[config.mk]
export PLATFORM = sky130hd
export DESIGN_NAME = quad_phase_decoder
export DESIGN_NICKNAME = d
export VERILOG_FILES = /design/src/rtl/quad_phase_decoder.sv
export SDC_FILE = /design/constraint.sdc
export NUM_CORES = 1
export LEC_CHECK = 0
export ABC_AREA = 1
export CAP_MARGIN = 10
export CORE_ASPECT_RATIO = 2
export CORE_UTILIZATION = 45
export CTS_CLUSTER_SIZE = 25
export DETAILED_ROUTE_END_ITERATION = 12
export GPL_TIMING_DRIVEN = 0
export PLACE_DENSITY = 0.69
export SLEW_MARGIN = 20
export SYNTH_ARGS = -nofsm -noshare
export SYNTH_HDL_FRONTEND = slang
export SYNTH_SLANG_ARGS = --single-unit
export TNS_END_PERCENT = 10
[constraint.sdc]
create_clock -name clk_i -period 2.45 [get_ports clk_i]
set_input_delay 0.49 -clock clk_i [delete_from_list [all_inputs] [get_ports clk_i]]
set_output_delay 0.49 -clock clk_i [all_outputs]
set_load 0.02 [all_outputs]
[src/rtl/quad_phase_decoder.sv]
// Quadrature phase decoder: synchronises two phase inputs, decodes Gray-code
// steps into direction and a wrapping position, measures the interval between
// steps and flags illegal transitions and stalls.
//
// state | meaning
// PRIME | waiting for the synchronisers to fill after reset; prev is loaded at the end
// TRACK | comparing cur with prev every cycle and decoding steps
module quad_phase_decoder #(
   parameter int POS_W       = 16,
   parameter int PER_W       = 20,
   parameter int SYNC_STAGES = 2
) (
   input  logic             clk_i,
   input  logic             rst_i,
   input  logic             qa_i,
   input  logic             qb_i,
   input  logic             clr_i,
   output logic             step_o,
   output logic             dir_o,
   output logic [POS_W-1:0] pos_o,
   output logic             err_o,
   output logic [7:0]       err_cnt_o,
   output logic [PER_W-1:0] period_o,
   output logic             per_valid_o,
   output logic             stall_o
);

   if (SYNC_STAGES < 2) begin : g_bad_sync
      $error("quad_phase_decoder: SYNC_STAGES must be at least 2");
   end

   localparam int CNT_W = $clog2(SYNC_STAGES + 1);
   localparam logic [PER_W-1:0] PER_MAX = '1;

   typedef enum logic {PRIME, TRACK} state_t;

   logic [SYNC_STAGES-1:0] a_sync_q, b_sync_q;
   logic [1:0]             cur;
   state_t                 state_q, state_d;
   logic [CNT_W-1:0]       prime_cnt_q, prime_cnt_d;
   logic [1:0]             prev_q, prev_d;
   logic                   fwd_q, fwd_d, rev_q, rev_d, ill_q, ill_d;
   logic                   step_q, step_d, dir_q, dir_d, err_q, err_d;
   logic [POS_W-1:0]       pos_q, pos_d;
   logic [7:0]             err_cnt_q, err_cnt_d;
   logic [PER_W-1:0]       timer_q, timer_d, period_q, period_d;
   logic                   per_valid_q, per_valid_d, stall_q, stall_d;
   logic                   have_prev_q, have_prev_d;

   // Next {a,b} code one forward step after the given code
   function automatic logic [1:0] fwd_next(input logic [1:0] code);
      case (code)
         2'b00:   fwd_next = 2'b10;
         2'b10:   fwd_next = 2'b11;
         2'b11:   fwd_next = 2'b01;
         default: fwd_next = 2'b00;
      endcase
   endfunction

   // Input synchronisers for both phases
   always_ff @(posedge clk_i) begin
      if (!rst_i) begin
         a_sync_q <= '0;
         b_sync_q <= '0;
      end else begin
         a_sync_q <= {a_sync_q[SYNC_STAGES-2:0], qa_i};
         b_sync_q <= {b_sync_q[SYNC_STAGES-2:0], qb_i};
      end
   end

   assign cur = {a_sync_q[SYNC_STAGES-1], b_sync_q[SYNC_STAGES-1]};

   // FSM state, prime counter, previous code and decoded-event register
   always_ff @(posedge clk_i) begin
      if (!rst_i) begin
         state_q     <= PRIME;
         prime_cnt_q <= CNT_W'(SYNC_STAGES);
         prev_q      <= 2'b00;
         fwd_q       <= 1'b0;
         rev_q       <= 1'b0;
         ill_q       <= 1'b0;
      end else begin
         state_q     <= state_d;
         prime_cnt_q <= prime_cnt_d;
         prev_q      <= prev_d;
         fwd_q       <= fwd_d;
         rev_q       <= rev_d;
         ill_q       <= ill_d;
      end
   end

   // Next-state logic and transition decode
   always_comb begin
      state_d     = state_q;
      prime_cnt_d = prime_cnt_q;
      prev_d      = prev_q;
      fwd_d       = 1'b0;
      rev_d       = 1'b0;
      ill_d       = 1'b0;
      case (state_q)
         PRIME: begin
            if (prime_cnt_q == '0) begin
               prev_d  = cur;
               state_d = TRACK;
            end else begin
               prime_cnt_d = prime_cnt_q - 1'b1;
            end
         end
         TRACK: begin
            prev_d = cur;
            if (cur != prev_q) begin
               if (cur == fwd_next(prev_q))      fwd_d = 1'b1;
               else if (prev_q == fwd_next(cur)) rev_d = 1'b1;
               else                              ill_d = 1'b1;
            end
         end
         default: state_d = PRIME;
      endcase
   end

   // Output datapath: position, error count, period timer and stall
   always_comb begin
      step_d      = fwd_q | rev_q;
      err_d       = ill_q;
      dir_d       = dir_q;
      pos_d       = pos_q;
      err_cnt_d   = err_cnt_q;
      timer_d     = timer_q;
      period_d    = period_q;
      per_valid_d = per_valid_q;
      stall_d     = stall_q;
      have_prev_d = have_prev_q;

      if (fwd_q)      dir_d = 1'b1;
      else if (rev_q) dir_d = 1'b0;

      if (clr_i)      pos_d = '0;
      else if (fwd_q) pos_d = pos_q + 1'b1;
      else if (rev_q) pos_d = pos_q - 1'b1;

      if (clr_i)                            err_cnt_d = '0;
      else if (ill_q && err_cnt_q != 8'hFF) err_cnt_d = err_cnt_q + 1'b1;

      if (state_q == TRACK) begin
         if (step_d)                 timer_d = PER_W'(1);
         else if (timer_q != PER_MAX) timer_d = timer_q + 1'b1;
      end

      // A saturated timer at a step means the interval is unknown
      if (step_d) begin
         have_prev_d = 1'b1;
         stall_d     = 1'b0;
         if (have_prev_q && timer_q != PER_MAX) begin
            period_d    = timer_q;
            per_valid_d = 1'b1;
         end else begin
            per_valid_d = 1'b0;
         end
      end else if (timer_d == PER_MAX) begin
         stall_d     = 1'b1;
         per_valid_d = 1'b0;
      end
   end

   // Registered outputs
   always_ff @(posedge clk_i) begin
      if (!rst_i) begin
         step_q      <= 1'b0;
         dir_q       <= 1'b0;
         err_q       <= 1'b0;
         pos_q       <= '0;
         err_cnt_q   <= '0;
         timer_q     <= '0;
         period_q    <= '0;
         per_valid_q <= 1'b0;
         stall_q     <= 1'b0;
         have_prev_q <= 1'b0;
      end else begin
         step_q      <= step_d;
         dir_q       <= dir_d;
         err_q       <= err_d;
         pos_q       <= pos_d;
         err_cnt_q   <= err_cnt_d;
         timer_q     <= timer_d;
         period_q    <= period_d;
         per_valid_q <= per_valid_d;
         stall_q     <= stall_d;
         have_prev_q <= have_prev_d;
      end
   end

   assign step_o      = step_q;
   assign dir_o       = dir_q;
   assign err_o       = err_q;
   assign pos_o       = pos_q;
   assign err_cnt_o   = err_cnt_q;
   assign period_o    = period_q;
   assign per_valid_o = per_valid_q;
   assign stall_o     = stall_q;

endmodule

==> summary.txt, run 1 <==
Worst setup path
  • Cell repeated most along the worst path: nor2_1
  • Logic depth of the worst register-to-register path: 14
  • Reg2reg start: timer_q[1]
  • Slowest stage cell on the critical path: dfxtp_2
  • Worst R2R End: per_valid_o
  • Req. time, crit path: about 2.7 ns
  • Cell Chain, Critical Path: ha_2 -> nand2_2 -> nor2_1 -> nand4_1 -> inv_1 -> a21oi_1 -> nor2_1 -> nand3_1 -> nor2_1 -> nand2_1 -> nor2_2 -> nand2_2 -> nand2_1 -> a21oi_1
  • Element type at the critical path end: flop
  • Number of buffers and inverters on the critical path: 1
  • Max incr delay on CP: 0.38 ns
  • Worst reg-to-reg setup slack: approximately 0.090 ns
  • Top fanout value on the critical path: 4
  • Kind of cell adding the most delay to the critical path: simple AND/OR/NAND/NOR gates
  • Kind of critical path: reg2reg
  • Arrival time at the worst endpoint: approximately 2.6 ns
  • Category of the worst setup path launch point: flop

Outcome
  • Status: complete, no violations

GRT
  • Global-route usage over all layers: 0.272
  • Final global-route overflow total: 0
  • Largest net degree at the start of global routing: 14
  • Via count of the first global-routing pass: between 4000 and 5000
  • Number of antenna violations at the first check in global routing: 0
  • Global-route wire length before repair: 20900 um

Clocking
  • Clock latency on the worst-skew pair: between 0.3 and 0.4 ns
  • Clock tree from TritonCTS: yes
  • Number of hold buffers added after CTS: 0
  • Number of buffers added by the clock tree synthesis step: 9
  • CTS root buffer: clkbuf_16
  • CTS H-Tree Depth: 3
  • Max Root-Sink Buffers: 2
  • Register clock-pin slew on the reported worst setup and hold paths: around 0.060 ns
  • Total clock sinks: 82

Yosys
  • Synth top area cells: dfxtp_1 37%, nand2_1 9.8%, nor2_1 7.6%
  • Synth async-reset ratio: 0
  • Top cell type's share of synthesized area: 0.371
  • Post-Syn Area per Cell: a little under 7 um2
  • Post-synthesis net count: around 670
  • Count of flip-flops with a built-in enable after synthesis: 0
  • Share of the yosys chip area belonging to registers: 0.371
  • Mapped Area: 4430 um2
  • Unique cell type count in the Yosys netlist: 37
  • Cell taking the most area after synthesis: dfxtp_1
  • Flip-flop and latch count after synthesis: around 80
  • Cells after Synth: ~650
  • Predominant post-synthesis flop cell: dfxtp_1
  • Number of warnings printed during yosys synthesis: 0
  • Dominant cell by count in the synthesized netlist: nand2_1
  • Top post-synthesis cells by count: 116 x nand2_1, 90 x nor2_1, 89 x inv_1

Power and ir drop
  • Sequential power share: 0.412
  • Combinational Power Share: 0.191
  • Leakage power total: ~0.0024 uW
  • Power per standard cell area: about 670 nW/um2
  • Sw frac: 0.303
  • Cell Int Power: roughly 2600 uW
  • Part of the total power dissipated in the clock network: 0.397
  • Net switching power: approximately 1100 uW
  • Worst vdd ir: between 0.0004 and 0.0005 V

STA
  • RSZ-0062 raised after global routing: true
  • Max Clock Freq: roughly 420 MHz
  • Fin Clk Skew: 0.00454 ns
  • Slew @ Worst Pin: ~0.59 ns
  • Fraction of the cycle the final worst path needs: 0.963
  • Worst slew margin relative to its limit: 0.607
  • Final count of pins violating max slew: 0
  • Final hold slack: 0.417 ns
  • Final setup violation count: 0
  • Endpoints failing hold: 0
  • Crit path time final: 2.36 ns

Finish
  • Net count of the finished layout: 740
  • Number of antenna diodes: 0
  • Final cell count without fillers: 851
  • Area grow syn2layout: 25.1%
  • Fill cell total of the finished layout: 942
  • Fraction of final layout cells with drive strength greater than 1: 0.0846

Placement
  • Weighted congestion at the end of routability-driven global placement: about 0.96
  • Port buffer count: 52
  • Cell Count Post-Placement: approximately 830
  • Detail Placement HPWL: between 10000 and 15000 um

Hold path
  • Launch point of the worst hold path: b_sync_q[0]
  • Worst hold endpoint: b_sync_q[1]
  • Min-Delay Path Depth: 2
  • Worst min path class: reg2reg

Floorplan
  • Die width: 72.1 um
  • Effective utilization at floorplan: 0.469
  • Area of the placeable core: ~9400 um2
  • Die footprint: 10300 um2
  • Y dimension of the die: approximately 140 um
  • I/O pin count: 54
  • Site row count: 50

Detailed routing
  • Aggregate routed wire length: 13100 um
  • Wire length the detailed router placed on met1: approximately 4400 um
  • Number of nets with antenna violations after routing: 0
  • DRC violations left: 0
  • Average vias per placed instance: 5.18
  • Total via count in the routed design: 4405
  • Detailed-route wire length per cell: 15.4 um
  • Routed wire length on met2: between 7000 and 8000 um
  • Highest routed metal layer: met4
  • Number of iterations in the first detailed-routing pass: 5
  • DRT iter0 DRCs: 228
  • Met3 Routed Length: 442 um

Flow run
  • Count of maximum capacitance violations: 0
## worst min-delay path: cells and delay by family, from the launching register on
family                 cells  cell delay (ns)
buffers and inverters      1             0.04
flip-flops                 1             0.31
AND/OR/NAND/NOR            1             0.05
## metal layers
layer  vias up  global-route usage
met1      2020               0.243
li1       2225                   -
met2       116               0.517
met4         0               0.197
met5         -                   0
met3        44              0.0524
## worst max-delay path by stage
stage / cells past startpoint / to / from
2_1_floorplan: 11 / pos_o[11] / fwd_q
3_3_place_gp: 11 / pos_o[11] / fwd_q
3_5_place_dp: 11 / pos_o[11] / fwd_q
4_1_cts: 15 / per_valid_o / timer_q[0]
5_1_grt: 11 / pos_o[11] / fwd_q
6_report: 14 / per_valid_o / timer_q[1]
## through the flow
step | setup TNS (ns) | power [uW] | worst slack [ns] | util | area [um2]
global route | -0.143 | 3880 | -0.0649 | 0.586 | 5540
CTS | 0 | 3700 | 0.0319 | 0.579 | 5470
global placement | -1.08 | 2210 | -0.555 | 0.541 | 5110
detailed placement | -1.25 | 2230 | -0.579 | 0.541 | 5110
floorplan | 0 | 2020 | 0.103 | - | 4430
finish | 0 | 3700 | 0.0896 | 0.586 | 5540
## sequential cells by signal, indices dropped and copies added (netlist names)
signal / count
step_o: 1
rev_q: 1
state_q: 1
pos_o: 16
err_cnt_o: 8
have_prev_q: 1
b_sync_q: 2
a_sync_q: 2
dir_o: 1
prev_q: 2
err_o: 1
err_d: 1
timer_q: 20
stall_o: 1
period_o: 20
fwd_q: 1
per_valid_o: 1
prime_cnt_q: 2
## area by class of cell
class	count	area (um2)	share of cell area
multi-input cells	453	2420	0.436
flip-flops and latches	82	1650	0.297
repair buffers	56	551	0.0994
inverters	93	353	0.0637
clock buffers	10	239	0.0431
well taps	130	163	0.0294
plain buffers	22	91.3	0.0165
clock inverters	5	78.8	0.0142
## repair_timing
item	CTS	global route
pin swaps	0	2
setup buffers	3	1
resized for setup	8	16
endpoints found under the setup margin	6	18
gates cloned	0	1
## cells in the final DEF, fill, tap and decap left out, types with 9 or more instances in the layout
| master | netlist | routed |
|---|---|---|
| nor2_1 | 90 | 87 |
| xnor2_1 | 9 | 9 |
| inv_1 | 89 | 88 |
| clkbuf_16 | 0 | 9 |
| nand4_1 | 12 | 12 |
| ha_1 | 17 | 16 |
| dfxtp_1 | 82 | 79 |
| a21oi_1 | 57 | 52 |
| nand2_1 | 116 | 114 |
| xor2_1 | 10 | 10 |
| nand3_1 | 42 | 41 |
| clkbuf_1 | 20 | 20 |
| o21ai_0 | 53 | 51 |
| clkdlybuf4s50_1 | 0 | 52 |
## power groups by stage
stage / clock network [uW] / logic (uW) / registers, uW
2_1_floorplan: 0 / 494 / 1530
3_3_place_gp: 0 / 666 / 1550
3_5_place_dp: 0 / 681 / 1550
4_1_cts: 1480 / 695 / 1520
5_1_grt: 1540 / 810 / 1530
6_report: 1470 / 705 / 1520
## cells by family (layout without fill, tap and decap cells)
kind of cell | Yosys count | count (layout) | share of synthesized area
AND/OR/NAND/NOR | 289 | 290 | 0.287
AO/OA/AOI/OAI | 125 | 125 | 0.151
buffers and inverters | 115 | 186 | 0.0995
flip-flops | 82 | 82 | 0.371
XOR/XNOR | 19 | 19 | 0.0376
adder cells (fa/ha/maj) | 18 | 18 | 0.0526
multiplexers | 1 | 1 | 0.00226
Note: power is estimated with default switching activity, not from simulation.
==> run 2, diff against run 1 <==
==> constraint.sdc (replaced) <==
create_clock -name clk_i -period 2.45 [get_ports clk_i]
set_input_delay 0.3675 -clock clk_i [delete_from_list [all_inputs] [get_ports clk_i]]
set_output_delay 0.3675 -clock clk_i [all_outputs]
set_load 0.02 [all_outputs]
==> results of run 2 <==
The final DEF is identical to that of run 1; final timing and power are the same.
==> run 3, diff against run 2 <==
--- a/config.mk
+++ b/config.mk
@@ -7,12 +7,14 @@
 export LEC_CHECK = 0
 export ABC_AREA = 1
 export CAP_MARGIN = 10
+export CELL_PAD_IN_SITES_DETAIL_PLACEMENT = 1
+export CELL_PAD_IN_SITES_GLOBAL_PLACEMENT = 1
 export CORE_ASPECT_RATIO = 2
-export CORE_UTILIZATION = 45
+export CORE_UTILIZATION = 36
 export CTS_CLUSTER_SIZE = 25
 export DETAILED_ROUTE_END_ITERATION = 12
 export GPL_TIMING_DRIVEN = 0
-export PLACE_DENSITY = 0.69
+export PLACE_DENSITY_LB_ADDON = 0.1
 export SLEW_MARGIN = 20
 export SYNTH_ARGS = -nofsm -noshare
 export SYNTH_HDL_FRONTEND = slang
==> run 3 against run 2 <==
- clock power about the same
- critical path depth fell by 1
- worst setup slack lost 0.050 ns
- cell area up 1.4%
- worst hold slack better by 0.0055 ns
- register-to-register slack worse by 0.05 ns
- first-iteration DRC count decreased by 47%
- die area up 24%
- flip-flop and latch count did not move
- sequential share of layout area fell by 0.36 points
- clock skew rose by 0.0033 ns
- sequential power hardly changed
==> summary.txt, run 3 (same netlist as run 1, synthesis figures left out) <==
Detailed routing
  • DRT iter0 DRCs: 120 (was 228)
  • Detailed-route wire length per cell: 17.3 um (was 15.4 um)
  • DRC violations left: 0 (unchanged)
  • Aggregate routed wire length: 15100 um (was 13100 um)
  • Number of iterations in the first detailed-routing pass: 4 (was 5)
  • Total via count in the routed design: 4531 (was 4405)
  • Number of nets with antenna violations after routing: 0 (unchanged)
  • Average vias per placed instance: 5.18 (about the same)

Placement
  • Weighted congestion at the end of routability-driven global placement: 0.927 (was 0.963)
  • Setup Slack @ Placement: -0.685 ns (was -0.579 ns)
  • Port buffer count: 52 (unchanged)
  • Detail Placement HPWL: 11800 um (was 10100 um)

Outcome
  • Status: complete, no violations (unchanged)

GRT
  • Met3 routing resource usage after global routing: 0.0356 (was 0.0524)
  • Global-route usage over all layers: 0.249 (was 0.272)
  • Global-route wire length before repair: 23800 um (was 20900 um)
  • Final global-route overflow total: 0 (unchanged)
  • GRT busiest layer: met2 (unchanged)
  • Global routing met1 resource utilization: 0.210 (was 0.243)
  • Met2 routing resource usage after global routing: 0.492 (was 0.517)
  • Via count of the first global-routing pass: 4866 (was 4293)
  • Largest net degree at the start of global routing: 14 (unchanged)
  • Number of antenna violations at the first check in global routing: 0 (unchanged)

Floorplan
  • Die footprint: 12800 um2 (was 10300 um2)
  • Site row count: 57 (was 50)
  • Y dimension of the die: 159 um (was 142 um)
  • Die width: 80.4 um (was 72.1 um)
  • I/O pin count: 54 (unchanged)
  • Effective utilization at floorplan: 0.367 (was 0.469)
  • Area of the placeable core: 12100 um2 (was 9450 um2)

STA
  • Slew @ Worst Pin: 0.627 ns (was 0.590 ns)
  • Min setup slack post-route: 0.0401 ns (was 0.0896 ns)
  • Max Clock Freq: 415 MHz (was 424 MHz)
  • RSZ-0062 raised after global routing: true (unchanged)
  • Fraction of the cycle the final worst path needs: 0.984 (was 0.963)
  • Crit path time final: 2.41 ns (was 2.36 ns)
  • Final setup violation count: 0 (unchanged)
  • Fin Clk Skew: 0.00787 ns (was 0.00454 ns)
  • Final count of pins violating max slew: 0 (unchanged)
  • Final hold slack: 0.422 ns (was 0.417 ns)
  • Worst slew margin relative to its limit: 0.582 (was 0.607)
  • Endpoints failing hold: 0 (unchanged)

Finish
  • Area grow syn2layout: 26.9% (was 25.1%)
  • Number of antenna diodes: 0 (unchanged)
  • Fraction of final layout cells with drive strength greater than 1: 0.0963 (was 0.0846)
  • Post-route core utilization: 0.466 (was 0.586)
  • Most frequent cells in the layout: 111 x nand2_1, 88 x inv_1, 87 x nor2_1, 78 x dfxtp_1 (was 114 x nand2_1, 88 x inv_1, 87 x nor2_1, 79 x dfxtp_1)
  • Commonest non-fill, non-tap cell in the layout: nand2_1 (unchanged)
  • Net count of the finished layout: 745 (was 740)

Worst setup path
  • Cell Chain, Critical Path: ha_4 -> nand2_2 -> nor2_4 -> nand2_1 -> nand3b_2 -> a21oi_1 -> mux2i_1 -> nor2_1 -> nand2_1 -> nor2_2 -> nand2_2 -> nand2_1 -> a21oi_1 (was ha_2 -> nand2_2 -> nor2_1 -> nand4_1 -> inv_1 -> a21oi_1 -> nor2_1 -> nand3_1 -> nor2_1 -> nand2_1 -> nor2_2 -> nand2_2 -> nand2_1 -> a21oi_1)
  • Kind of critical path: reg2reg (unchanged)
  • Arrival time at the worst endpoint: 2.60 ns (was 2.57 ns)
  • Kind of cell adding the most delay to the critical path: simple AND/OR/NAND/NOR gates (unchanged)
  • Cell repeated most along the worst path: nand2_1 (was nor2_1)
  • Req. time, crit path: 2.64 ns (was 2.66 ns)
  • Top fanout value on the critical path: 4 (unchanged)
  • Max incr delay on CP: 0.40 ns (was 0.38 ns)
  • Slowest stage cell on the critical path: dfxtp_2 (unchanged)
  • Element type at the critical path end: flop (unchanged)
  • Number of buffers and inverters on the critical path: 0 (was 1)
  • Category of the worst setup path launch point: flop (unchanged)

Hold path
  • Worst min path class: reg2reg (unchanged)

Clocking
  • Clock latency on the worst-skew pair: 0.34 ns (was 0.35 ns)
  • Max Root-Sink Buffers: 2 (unchanged)
  • Total clock sinks: 82 (unchanged)
  • Number of buffers added by the clock tree synthesis step: 9 (unchanged)
  • CTS root buffer: clkbuf_16 (unchanged)
  • Clock tree from TritonCTS: yes (unchanged)
  • Register clock-pin slew on the reported worst setup and hold paths: 0.06 ns (about the same)
  • CTS H-Tree Depth: 3 (unchanged)

Power and ir drop
  • Overall power: 3750 uW (was 3700 uW)
  • Leakage power total: 0.00240 uW (about the same)
  • Power per standard cell area: 668 nW/um2 (was 667 nW/um2)
  • Worst vdd ir: 0.000343 V (was 0.000432 V)

Flow run
  • Count of maximum capacitance violations: 0 (unchanged)
run 3: changes by cell type in the layout (fill, tap and decap cells not counted), sizes merged:
| cell | before | now |
|---|---|---|
| buf | 6 | 12 |
| clkinv | 3 | 0 |
| clkbuf | 30 | 31 |
| clkinvlp | 1 | 3 |
run 3: worst reg2reg max path: cells and delay by family (launching register included):
family                     cells  cell delay [ns]
AOI/OAI and AO/OA              2             0.25
and+or+nand+nor                9             1.30
adders and majority gates      1             0.19
muxes                          1             0.11
DFF                            1             0.40
run 3: final timing paths:
path | from | depth (start not counted) | slack, ns | endpoint
setup / recovery | timer_q[1] | 13 | 0.04 | per_valid_o
hold / removal | a_sync_q[0] | 2 | 0.42 | a_sync_q[1]
setup reg to reg | timer_q[1] | 13 | 0.04 | per_valid_o
hold reg to reg | a_sync_q[0] | 2 | 0.42 | a_sync_q[1]
run 3: metal layers:
layer / vias up / part of all wire / wire length, um
met1: 2166 / 0.33 / 4960
met4: 0 / 0.070 / 1060
met5: - / 0 / 0
met2: 89 / 0.58 / 8700
met3: 42 / 0.024 / 359
li1: 2234 / - / -
run 3: through the flow:
step,setup TNS (ns),cells,area (um2)
after floorplan,0,649,4430
after global placement,-1.65,848,5130
after detailed placement,-1.97,848,5130
after CTS,-0.0109,871,5540
after global routing,-0.0746,874,5620
final,0,874,5620
run 3: report_power, final:
group / switching [uW] / leakage, uW / internal, uW
Clock: 575 / 0.000149 / 923
Combinational: 465 / 0.00158 / 242
Sequential: 124 / 0.000666 / 1430
run 3: area by class of cell:
type,count,area (um2)
plain buffers,21,88.8
clock buffers,12,246
clock inverters,4,75.1
fillers,1551,6430
inverters,93,353
multi-input cells,453,2430
flip-flops and latches,82,1650
well taps,147,184
repair buffers,62,596
run 3: timing repair:
| item | 4_1_cts | 5_1_grt |
|---|---|---|
| gates cloned | 0 | 1 |
| setup endpoints to repair | 8 | 6 |
| setup buffers | 7 | 3 |
| resized for setup | 14 | 19 |
| hold buffers | 0 | 0 |
| pin swaps | 1 | 1 |
